<file path="src/rtl/unit_control_pkg.sv">
// Shared encodings for the multicycle control unit: FSM states, instruction classes,
// flag-update classes, register-bank write-data selects and the latched control bundle.
package unit_control_pkg;

    typedef enum logic [2:0] {
        StIf   = 3'd0,
        StId   = 3'd1,
        StEx   = 3'd2,
        StMem  = 3'd3,
        StWb   = 3'd4,
        StHalt = 3'd5
    } state_e;

    localparam logic [2:0] TYPE_BR    = 3'b000;
    localparam logic [2:0] TYPE_ALU   = 3'b001;
    localparam logic [2:0] TYPE_CONST = 3'b010;
    localparam logic [2:0] TYPE_MEM   = 3'b100;
    localparam logic [2:0] TYPE_JMP   = 3'b110;
    localparam logic [2:0] TYPE_SYS   = 3'b111;

    localparam logic [2:0] WRF_NONE = 3'b000;
    localparam logic [2:0] WRF_C1   = 3'b001;
    localparam logic [2:0] WRF_C2   = 3'b010;
    localparam logic [2:0] WRF_C3   = 3'b011;
    localparam logic [2:0] WRF_C4   = 3'b100;

    localparam logic [1:0] MXRB_PC  = 2'b00;
    localparam logic [1:0] MXRB_MEM = 2'b01;
    localparam logic [1:0] MXRB_ALU = 2'b10;

    localparam logic [2:0] TF_NONE = 3'b111;

    // ALU operation used to form branch and jump targets
    localparam logic [4:0] OP_TARGET = 5'b10011;

    typedef struct packed {
        logic [2:0] op_tf;
        logic       op_se;
        logic       s_mxse;
        logic       w_rb;
        logic       w_dm;
        logic [2:0] w_rf;
        logic [1:0] s_mxrb;
        logic       is_mem;
    } ctrl_t;

    localparam ctrl_t CTRL_DEFAULT = '{
        op_tf:  TF_NONE,
        op_se:  1'b0,
        s_mxse: 1'b0,
        w_rb:   1'b0,
        w_dm:   1'b0,
        w_rf:   WRF_NONE,
        s_mxrb: MXRB_PC,
        is_mem: 1'b0
    };

endpackage

</file>
<file path="src/rtl/unit_control_if.sv">
// Instruction/handshake inputs and datapath control outputs of the control unit.
// The unit connects through the slave modport; the instruction source uses master.
interface unit_control_if #(
    parameter int unsigned OP_W  = 5,
    parameter int unsigned CNT_W = 16
);
    logic [2:0]       instr_type;
    logic [OP_W-1:0]  op;
    logic             IM_READY;
    logic             DM_READY;
    logic [OP_W-1:0]  OP_ALU;
    logic [2:0]       OP_TF;
    logic             OP_SE;
    logic             W_PC;
    logic             W_DM;
    logic             W_IM;
    logic             W_RB;
    logic [2:0]       W_RF;
    logic [1:0]       S_MXRB;
    logic             S_MXSE;
    logic             HALTED;
    logic             ILLEGAL;
    logic [CNT_W-1:0] INSTR_CNT;

    modport master (
        output instr_type, op, IM_READY, DM_READY,
        input  OP_ALU, OP_TF, OP_SE, W_PC, W_DM, W_IM, W_RB, W_RF, S_MXRB, S_MXSE,
        input  HALTED, ILLEGAL, INSTR_CNT
    );

    modport slave (
        input  instr_type, op, IM_READY, DM_READY,
        output OP_ALU, OP_TF, OP_SE, W_PC, W_DM, W_IM, W_RB, W_RF, S_MXRB, S_MXSE,
        output HALTED, ILLEGAL, INSTR_CNT
    );
endinterface

</file>
<file path="src/rtl/unit_control_decode.sv">
// Combinational decode of instruction class and operation into the control bundle,
// plus halt and illegal-class detection.
module unit_control_decode
    import unit_control_pkg::*;
#(
    parameter int unsigned OP_W    = 5,
    parameter logic [4:0]  HALT_OP = 5'b11111
) (
    input  logic [2:0]      instr_type,
    input  logic [OP_W-1:0] op,
    output logic [OP_W-1:0] op_alu,
    output ctrl_t           ctrl,
    output logic            halt,
    output logic            illegal
);

    logic [4:0] op5;
    logic [2:0] cond;

    assign op5  = op[4:0];
    assign cond = {op5[2], op5[3], op5[4]};

    always_comb begin
        op_alu  = '0;
        ctrl    = CTRL_DEFAULT;
        halt    = 1'b0;
        illegal = 1'b0;
        case (instr_type)
            TYPE_ALU: begin
                op_alu      = op;
                ctrl.w_rb   = 1'b1;
                ctrl.s_mxrb = MXRB_ALU;
                if (op5 == 5'b11111)        ctrl.w_rf = WRF_NONE;
                else if (op5 == 5'b10000)   ctrl.w_rf = WRF_C1;
                else if (op5[4:3] == 2'b01) ctrl.w_rf = WRF_C3;
                else if (op5[4:3] == 2'b00) ctrl.w_rf = WRF_C4;
                else                        ctrl.w_rf = WRF_C2;
            end
            TYPE_CONST: begin
                op_alu      = op;
                ctrl.op_se  = 1'b1;
                ctrl.w_rb   = 1'b1;
                ctrl.s_mxse = 1'b1;
                ctrl.s_mxrb = MXRB_ALU;
            end
            TYPE_MEM: begin
                ctrl.is_mem = 1'b1;
                ctrl.w_rb   = ~op5[4];
                ctrl.w_dm   = op5[4];
                ctrl.s_mxrb = MXRB_MEM;
            end
            TYPE_BR: begin
                op_alu      = OP_W'(OP_TARGET);
                ctrl.op_tf  = cond;
                ctrl.s_mxse = 1'b1;
            end
            TYPE_JMP: begin
                op_alu      = OP_W'(OP_TARGET);
                ctrl.op_tf  = cond;
                ctrl.s_mxrb = MXRB_PC;
                ctrl.w_rb   = (cond == 3'b011);  // jal links the return address
            end
            TYPE_SYS: begin
                if (op5 == HALT_OP) halt = 1'b1;
                else                illegal = 1'b1;
            end
            default: illegal = 1'b1;
        endcase
    end

endmodule

</file>
<file path="src/rtl/unit_control_mc.sv">
// Multicycle control unit: IF/ID/EX/MEM/WB/HALT sequencing with memory ready handshakes,
// sticky illegal-class flag and a wrapping retired-instruction counter.
module unit_control_mc
    import unit_control_pkg::*;
#(
    parameter int unsigned OP_W    = 5,
    parameter int unsigned CNT_W   = 16,
    parameter logic [4:0]  HALT_OP = 5'b11111
) (
    input logic          CLK,
    input logic          RESET,
    unit_control_if.slave bus
);

    state_e           state_q, state_d;
    ctrl_t            ctrl_q, ctrl_dec;
    logic [OP_W-1:0]  op_alu_q, op_alu_dec;
    logic             halt_dec, illegal_dec;
    logic             illegal_q;
    logic [CNT_W-1:0] cnt_q;
    logic             retire;

    logic [OP_W-1:0]  op_alu;
    logic [2:0]       op_tf;
    logic             op_se, s_mxse, w_pc, w_dm, w_rb, halted;
    logic [2:0]       w_rf;
    logic [1:0]       s_mxrb;

    unit_control_decode #(
        .OP_W    (OP_W),
        .HALT_OP (HALT_OP)
    ) u_decode (
        .instr_type (bus.instr_type),
        .op         (bus.op),
        .op_alu     (op_alu_dec),
        .ctrl       (ctrl_dec),
        .halt       (halt_dec),
        .illegal    (illegal_dec)
    );

    always_ff @(posedge CLK) begin
        if (RESET) begin
            state_q   <= StIf;
            ctrl_q    <= CTRL_DEFAULT;
            op_alu_q  <= '0;
            illegal_q <= 1'b0;
            cnt_q     <= '0;
        end else begin
            state_q <= state_d;
            if (state_q == StId) begin
                ctrl_q   <= ctrl_dec;
                op_alu_q <= op_alu_dec;
                if (illegal_dec) illegal_q <= 1'b1;
            end
            if (retire) cnt_q <= cnt_q + CNT_W'(1);
        end
    end

    always_comb begin
        state_d = state_q;
        retire  = 1'b0;
        op_alu  = '0;
        op_tf   = TF_NONE;
        op_se   = 1'b0;
        s_mxse  = 1'b0;
        w_pc    = 1'b0;
        w_dm    = 1'b0;
        w_rb    = 1'b0;
        w_rf    = WRF_NONE;
        s_mxrb  = MXRB_PC;
        halted  = 1'b0;
        // Outputs stay at defaults for the whole reset cycle, whatever the state.
        if (!RESET) begin
            case (state_q)
                StIf: begin
                    w_pc = bus.IM_READY;
                    if (bus.IM_READY) state_d = StId;
                end
                StId: begin
                    if (halt_dec)         state_d = StHalt;
                    else if (illegal_dec) state_d = StIf;
                    else                  state_d = StEx;
                end
                StEx: begin
                    op_alu  = op_alu_q;
                    op_tf   = ctrl_q.op_tf;
                    op_se   = ctrl_q.op_se;
                    s_mxse  = ctrl_q.s_mxse;
                    state_d = ctrl_q.is_mem ? StMem : StWb;
                end
                StMem: begin
                    op_alu = op_alu_q;
                    op_tf  = ctrl_q.op_tf;
                    op_se  = ctrl_q.op_se;
                    s_mxse = ctrl_q.s_mxse;
                    w_dm   = ctrl_q.w_dm;
                    if (bus.DM_READY) begin
                        // A store has nothing to write back and retires here.
                        if (ctrl_q.w_dm) begin
                            state_d = StIf;
                            retire  = 1'b1;
                        end else begin
                            state_d = StWb;
                        end
                    end
                end
                StWb: begin
                    s_mxrb  = ctrl_q.s_mxrb;
                    w_rf    = ctrl_q.w_rf;
                    w_rb    = ctrl_q.w_rb;
                    retire  = 1'b1;
                    state_d = StIf;
                end
                StHalt: halted = 1'b1;
                default: state_d = StIf;
            endcase
        end
    end

    assign bus.OP_ALU    = op_alu;
    assign bus.OP_TF     = op_tf;
    assign bus.OP_SE     = op_se;
    assign bus.W_PC      = w_pc;
    assign bus.W_DM      = w_dm;
    assign bus.W_IM      = 1'b0;
    assign bus.W_RB      = w_rb;
    assign bus.W_RF      = w_rf;
    assign bus.S_MXRB    = s_mxrb;
    assign bus.S_MXSE    = s_mxse;
    assign bus.HALTED    = halted;
    assign bus.ILLEGAL   = illegal_q & ~RESET;
    assign bus.INSTR_CNT = RESET ? '0 : cnt_q;

endmodule

</file>
<file path="src/flat_wrapper.sv">
// flat-port wrapper written by rule: the top's interface ports become plain ports
module unit_control_mc_flat import unit_control_pkg::*;
#(
    parameter int unsigned OP_W    = 5,
    parameter int unsigned CNT_W   = 16,
    parameter logic [4:0]  HALT_OP = 5'b11111
)
  (CLK, RESET, bus_instr_type, bus_op, bus_IM_READY, bus_DM_READY, bus_OP_ALU, bus_OP_TF, bus_OP_SE, bus_W_PC, bus_W_DM, bus_W_IM, bus_W_RB, bus_W_RF, bus_S_MXRB, bus_S_MXSE, bus_HALTED, bus_ILLEGAL, bus_INSTR_CNT);
  unit_control_if #(.OP_W(OP_W), .CNT_W(CNT_W)) bus_i ();
  input logic CLK;
  input logic RESET;
  input wire logic [$bits(bus_i.instr_type)-1:0] bus_instr_type;
  input wire logic [$bits(bus_i.op)-1:0] bus_op;
  input wire logic [$bits(bus_i.IM_READY)-1:0] bus_IM_READY;
  input wire logic [$bits(bus_i.DM_READY)-1:0] bus_DM_READY;
  output wire logic [$bits(bus_i.OP_ALU)-1:0] bus_OP_ALU;
  output wire logic [$bits(bus_i.OP_TF)-1:0] bus_OP_TF;
  output wire logic [$bits(bus_i.OP_SE)-1:0] bus_OP_SE;
  output wire logic [$bits(bus_i.W_PC)-1:0] bus_W_PC;
  output wire logic [$bits(bus_i.W_DM)-1:0] bus_W_DM;
  output wire logic [$bits(bus_i.W_IM)-1:0] bus_W_IM;
  output wire logic [$bits(bus_i.W_RB)-1:0] bus_W_RB;
  output wire logic [$bits(bus_i.W_RF)-1:0] bus_W_RF;
  output wire logic [$bits(bus_i.S_MXRB)-1:0] bus_S_MXRB;
  output wire logic [$bits(bus_i.S_MXSE)-1:0] bus_S_MXSE;
  output wire logic [$bits(bus_i.HALTED)-1:0] bus_HALTED;
  output wire logic [$bits(bus_i.ILLEGAL)-1:0] bus_ILLEGAL;
  output wire logic [$bits(bus_i.INSTR_CNT)-1:0] bus_INSTR_CNT;
  assign bus_i.instr_type = bus_instr_type;
  assign bus_i.op = bus_op;
  assign bus_i.IM_READY = bus_IM_READY;
  assign bus_i.DM_READY = bus_DM_READY;
  assign bus_OP_ALU = bus_i.OP_ALU;
  assign bus_OP_TF = bus_i.OP_TF;
  assign bus_OP_SE = bus_i.OP_SE;
  assign bus_W_PC = bus_i.W_PC;
  assign bus_W_DM = bus_i.W_DM;
  assign bus_W_IM = bus_i.W_IM;
  assign bus_W_RB = bus_i.W_RB;
  assign bus_W_RF = bus_i.W_RF;
  assign bus_S_MXRB = bus_i.S_MXRB;
  assign bus_S_MXSE = bus_i.S_MXSE;
  assign bus_HALTED = bus_i.HALTED;
  assign bus_ILLEGAL = bus_i.ILLEGAL;
  assign bus_INSTR_CNT = bus_i.INSTR_CNT;
  unit_control_mc #(.OP_W(OP_W), .CNT_W(CNT_W), .HALT_OP(HALT_OP)) u_core (.CLK(CLK), .RESET(RESET), .bus(bus_i));
endmodule
</file>
<file path="config.mk">
export PLATFORM = sky130hd
export DESIGN_NAME = unit_control_mc_flat
export DESIGN_NICKNAME = d
export VERILOG_FILES = /design/src/rtl/unit_control_pkg.sv /design/src/rtl/unit_control_if.sv /design/src/rtl/unit_control_decode.sv /design/src/rtl/unit_control_mc.sv /design/src/flat_wrapper.sv
export SDC_FILE = /design/constraint.sdc
export NUM_CORES = 1
export LEC_CHECK = 0
export CORE_UTILIZATION = 42
export CTS_CLUSTER_SIZE = 25
export DETAILED_ROUTE_END_ITERATION = 6
export GPL_ROUTABILITY_DRIVEN = 0
export GPL_TIMING_DRIVEN = 0
export PLACE_DENSITY = 0.68
export SKIP_LAST_GASP = 1
export SYNTH_ARGS = -nofsm -noshare
export SYNTH_HDL_FRONTEND = slang
export SYNTH_HIERARCHICAL = 1
export SYNTH_SLANG_ARGS = --single-unit
</file>
<file path="constraint.sdc">
create_clock -name CLK -period 2.3 [get_ports CLK]
set_input_delay 0.575 -clock CLK [delete_from_list [all_inputs] [get_ports CLK]]
set_output_delay 0.575 -clock CLK [all_outputs]
set_load 0.02 [all_outputs]
</file>
==> flow_summary.yaml, run 1 <==
floorplanning:
  core_sq_mm: 0.005107
  die_w_um: 74.86
  start_util_pct: 43.66
  die_area_sq_mm: 0.005604
  io_pins: 49
  die_h_um: 74.86
  row_count: 26
synthesis:
  synth_warnings: 6
  synth_compound_area_share_pct: 14.09
  syn_inst: 290
  synth_nets: 303
  syn_area_sq_mm: 0.002230
  ys_ff_latch: 38
  yosysUniqueCellTypes: 50
  synth-main-ff-cell: "dfxtp_1"
  synth_mux_area_share_pct: 3.928
  async_flop_share_pct: 0
  synth_edf_count: 0
  ys_seq_area_share_pct: 34.12
  synth-simple-area-share_pct: 40.63
  synthAdderAreaFrac_pct: 0.5612
  yosys.area_share.xor_xnor_pct: 1.178
  synth_top_family_by_area: "simple AND/OR/NAND/NOR gates"
  postSynthAreaPerCell_sq_um: 7.688
hold_path:
  holdCritStartpoint: "u_core/ctrl_q[4]$_SDFFE_PP0N_"
  hold_end: "u_core/ctrl_q[4]$_SDFFE_PP0N_"
  hold_path.class: "register to register"
  hold_depth: 2
critical_path:
  path_delay_family: "buffers and inverters"
  worst_setup_path_end_kind: "output pin"
  cpPeakStageDelay_ps: 390
  critical_path.cell_chain: "buf_4 -> nand2b_2 -> or3_1 -> dlygate4sd2_1"
  cp.required_ps: 1730
  critPathMaxFanout: 10
  cpMaxStageDelayCell: "dfxtp_2"
  startpoint_type: "register"
  timing.rr.start: "u_core/cnt_q[4]$_SDFFE_PP0P_"
  timing.rr.end: "u_core/cnt_q[15]$_SDFFE_PP0P_"
  r2r_setup_slack_ps: 490
  crit_buf_inv: 2
  reg2regPathDepth: 4
  startpoint: "u_core/state_q[1]$_SDFFE_PP0P_"
  worstPathArrival_ps: 1620
  path_class: "register to output pin"
routing:
  drc: 0
  wl_per_cell_um: 13.37
  vias: 2226
  drtIter0Drc: 106
  postRouteAntennaNets: 0
  dr.pass1.iters: 4
  wirelength_mm: 5.510
  viasPerCell: 5.403
layout:
  regArea_sq_um: 762.0
  finalNonFillerCells: 412
  final_layout_size_suffix_gt1_share_pct: 16.67
  final_cell_mix: "nand2_1 (47), dfxtp_1 (37), a21oi_1 (27)"
  multiInputGateArea_sq_mm: 0.001376
  fillers: 530
  final_common_cell: "nand2_1"
  final_core_util_pct: 55.73
  finalNetCount: 356
  n_antenna_cell: 0
  syn_to_final_growth_pct: 27.67
timing:
  max_freq_mhz: 454.9
  setup_viol: 0
  finalWorstSetupSlack_ps: 101.7
  rsz0062_at_grt: "true"
  clock_skew_ps: 7.100
  holdWs_ps: 448.2
  final-hold-violation-count: 0
  maxSlewHeadroom_pct: 57.16
  min_period_ps: 2198
  tightest_slew_ps: 640.3
  drv_slew: 0
  fin_crit_sh_pct: 95.58
clocking:
  postCtsSetupRepairBufs: 0
  clk_latency_ps: 290
  root_buffer: "clkbuf_8"
  cts_buffers: 5
  cts_sinks: 38
  clk_pin_slew_ps: 70
  cts_tree: "built"
  htreeDepth: 2
  cts_buffer_depth: 2
placement:
  post-place-ws_ps: -1195
  portBuffers: 46
  place_inst: 406
  dp_hpwl_mm: 4.075
power:
  vdd_drop_max_mv: 0.2387
  p_leak_nw: 1.099
  pwr_density_cell_mw_per_mm2: 481.6
  power_w: 0.001371
job:
  cap_viol_max_count: 0
global_route:
  gr-total-overflow: 0
  grt_use_total_pct: 20.98
  grt_pass1_wl_mm: 8.804
  grt_pass1_vias: 1939
  grt_max_degree: 11
  antenna_found_initial: 0
outcome:
  status: "finished, final reports clean"
## cells by family after synthesis
group	after synthesis
AND/OR/NAND/NOR	164
AO/OA/AOI/OAI	52
flip-flops	38
buffers and inverters	23
multiplexers	8
XOR/XNOR	3
adder cells (fa/ha/maj)	1
other	1
## through the flow
stage / TNS, ps / cell area, sq um
after global routing: -6.837 / 2846
after global placement: -31760 / 2778
after floorplan: 0 / 2230
after detailed placement: -32190 / 2778
after CTS: -97.85 / 2888
final: 0 / 2846
## per-layer routing
| layer | vias up | share of wire, % | global-route usage [%] |
|---|---|---|---|
| met5 | - | 0 | 0 |
| met4 | 0 | 1.9 | 7.338 |
| met3 | 8 | 4.5 | 4.552 |
| met2 | 60 | 50 | 38.64 |
| met1 | 1040 | 44 | 23.78 |
| li1 | 1118 | - | - |
## worst reg2reg max path: cells and delay by family, from the launching register on
family	cells	cell delay [ps]
flip-flops	1	410
AND/OR/NAND/NOR	3	970
multiplexers	1	340
## sequential cells by signal (all words and copies together) (netlist names)
signal,count
u_core/illegal_q,1
u_core/op_alu_q,5
u_core/ctrl_q,13
u_core/state_q,3
u_core/cnt_q,16
## repair_timing
action | in CTS | in global routing
pin swaps | 1 | 1
hold buffers | 0 | 0
endpoints found under the setup margin | 36 | 26
resized for setup | 71 | 27
endpoints found under the hold margin | 0 | 0
## cells in the mapped netlist (2+ instances only)
library cell  number  share of area [%]
buf_6              3                1.5
mux2_2             6                3.0
nor3b_1            2               0.67
nand2b_1          10                2.8
and4_1             3                1.2
and2_1            10                2.8
dfxtp_1           38                 34
nand3_1            3               0.67
and3_1             9                2.5
mux2i_1            2               0.90
nor2_1            25                4.2
inv_1              5               0.84
nor3_2             2               0.90
o41ai_1            2               0.79
buf_2              2               0.45
nor4_1             4                1.1
nor2b_1           17                4.8
o21ai_0           11                2.5
or3_1              4                1.1
a21oi_1           27                6.1
nand3b_1           3                1.0
or4_1              9                3.0
clkbuf_1          11                1.9
nor3_1             3               0.67
xnor2_1            2               0.79
nand4_1            4                1.1
a22oi_1            3                1.0
nand2_1           47                7.9
buf_4              2               0.67
## power breakdown
group | switching [W] | internal (W) | total [W]
Clock | 0.000225 | 0.000231 | 0.000456
Sequential | 0.0000118 | 0.000681 | 0.000692
Combinational | 0.000136 | 0.0000871 | 0.000223
Total | 0.000372 | 0.000999 | 0.00137
## how the worst max path moves through the flow
stage	endpoint	slack [ps]	cells after the start
2_1_floorplan	bus_W_DM	260	3
3_3_place_gp	bus_S_MXRB[1]	-1230	5
3_5_place_dp	bus_S_MXRB[1]	-1190	5
4_1_cts	bus_S_MXRB[1]	-80	5
5_1_grt	bus_OP_TF[1]	-7	4
6_report	bus_OP_TF[1]	100	4
## layout make-up
class	count	share of cell area [%]
multi-input combinational	229	48.35
sequential	38	26.77
timing repair buffer	46	13.76
tap	70	3.077
clock buffer	6	2.901
inverter	5	0.6593
buffer	18	4.484
No activity file was read; power rests on OpenSTA's default activity.
==> run 2, diff against run 1 <==
HOLD_SLACK_MARGIN = 0.06   (was default)
==> results of run 2 <==
Same layout as run 1: the final DEF is identical, and so are final timing and power.
==> run 3, diff against run 2 <==
ABC_CLOCK_PERIOD_IN_PS = 2300   (was default)
REMOVE_ABC_BUFFERS = 1   (was default)
==> flow_summary.yaml, run 3 (synthesized netlist as in run 1, its figures left out) <==
outcome:
  status: "finished, final reports clean"
floorplanning:
  die_w_um: 74.86
  die_area_sq_mm: 0.005604
  core_sq_mm: 0.005107
  start_util_pct: 43.66
  io_pins: 49
  die_h_um: 74.86
  row_count: 26
layout:
  final_layout_size_suffix_gt1_share_pct: 10.94
  largest_register: "u_core/cnt_q"
  finalNetCount: 341
  reg_top3: "u_core/cnt_q: 16 flops, u_core/ctrl_q: 13 flops, u_core/op_alu_q: 5 flops"
  largest_register_ffs: 16
  final_common_cell: "nand2_1"
  design_area_sq_mm: 0.002829
  final_cell_mix: "nand2_1 (47), dfxtp_1 (35), a21oi_1 (27)"
  syn_to_final_growth_pct: 26.88
  n_antenna_cell: 0
routing:
  dr.pass1.iters: 4
  drtIter0Drc: 61
  postRouteAntennaNets: 0
  wirelength_mm: 5.003
  wl_per_cell_um: 12.54
  vias: 2069
  viasPerCell: 5.185
  drc: 0
power:
  power.internal_w: 0.001058
  pwr_density_cell_mw_per_mm2: 504.4
  p_leak_nw: 1.219
  p_sw_share_pct: 25.84
  p_comb_share_pct: 13.5
  vdd_drop_max_mv: 0.2855
  power_switching_w: 0.0003687
  power_w: 0.001427
  power_frac_seq_pct: 49.1
  pwr-share-clk_pct: 37.4
timing:
  finalSetupTns_ps: 0
  min_period_ps: 2266
  final-hold-violation-count: 0
  maxSlewHeadroom_pct: 24.10
  rsz0062_at_grt: "true"
  max_freq_mhz: 441.4
  setup_viol: 0
  tightest_slew_ps: 1134
  clock_skew_ps: 7.835
  drv_slew: 0
  fin_crit_sh_pct: 98.51
clocking:
  cts_buffers: 5
  clk_latency_ps: 280
  root_buffer: "clkbuf_8"
  cts_tree: "built"
  cts_sinks: 38
  htreeDepth: 2
  clk_pin_slew_ps: 80
  cts_buffer_depth: 2
placement:
  dp_hpwl_mm: 3.476
  placed_cell_area_sq_mm: 0.002703
  portBuffers: 47
job:
  cap_viol_max_count: 0
global_route:
  grt_pass1_wl_mm: 8.273
  gr-total-overflow: 0
  antenna_found_initial: 0
  grt_use_total_pct: 19.29
  grt_max_degree: 41
  grt_pass1_vias: 1831
hold_path:
  hold_path.class: "register to register"
critical_path:
  critPathMaxFanout: 17
  startpoint_type: "register"
  worst_setup_path_end_kind: "output pin"
  cp.required_ps: 1730
  path_class: "register to output pin"
  worstPathArrival_ps: 1690
==> run 3: path summary, 6_finish.rpt <==
check,from,to,slack (ps),cells past startpoint
setup / recovery,u_core/state_q[1]$_SDFFE_PP0P_,bus_S_MXRB[1],30,4
hold / removal,u_core/op_alu_q[1]$_SDFFE_PP0N_,u_core/op_alu_q[1]$_SDFFE_PP0N_,450,2
setup reg to reg,u_core/state_q[0]$_SDFFE_PP0P_,u_core/ctrl_q[8]$_SDFFE_PP0N_,440,4
hold reg to reg,u_core/op_alu_q[1]$_SDFFE_PP0N_,u_core/op_alu_q[1]$_SDFFE_PP0N_,450,2
==> run 3: worst max-delay path, stage by stage, from the launching register on <==
cell and delay [ps]:
dfxtp_4 400, nand2b_1 220, nor3_4 260, and2_1 180, dlygate4sd2_1 340
==> run 3: through the flow <==
step	hold slack [ps]	util, %	cells	worst slack (ps)
6_report	450.5	55.39	399	34.29
2_1_floorplan	425.7	-	272	560.6
4_1_cts	454.1	55.27	399	-84.21
3_5_place_dp	442.7	52.92	390	-542.5
3_3_place_gp	439.7	52.62	389	-2240
5_1_grt	471.3	55.39	399	-66.58
==> run 3: per-layer routing <==
metal	vias up	track usage (%)	routed length [um]
met2	38	36.14	2560
met4	0	5.241	22
met1	940	22.06	2268
met5	-	0	0
met3	2	4.016	152
li1	1089	-	-
==> run 3: power groups by stage <==
stage | Sequential [W] | Combinational [W] | Clock [W]
global placement | 0.000714 | 0.000185 | 0
floorplan | 0.000709 | 0.000108 | 0
global route | 0.000705 | 0.000215 | 0.000584
CTS | 0.000702 | 0.000193 | 0.000555
detailed placement | 0.000715 | 0.000188 | 0
finish | 0.000701 | 0.000192 | 0.000534
==> run 3: final cells by class <==
cell class	instances	area, sq um
clock buffers	8	110.1
fillers	506	2278
inverters	5	18.77
multi-input cells	230	1380
flip-flops and latches	38	769.5
well taps	70	87.58
repair buffers	48	462.9
==> run 3: repair_timing <==
| action | CTS | global route |
|---|---|---|
| gates cloned | 1 | 0 |
| buffers inserted | 0 | 0 |
| pin swaps | 2 | 1 |
| resized for setup | 38 | 16 |
| hold buffers | 0 | 0 |
| setup endpoints to repair | 33 | 15 |
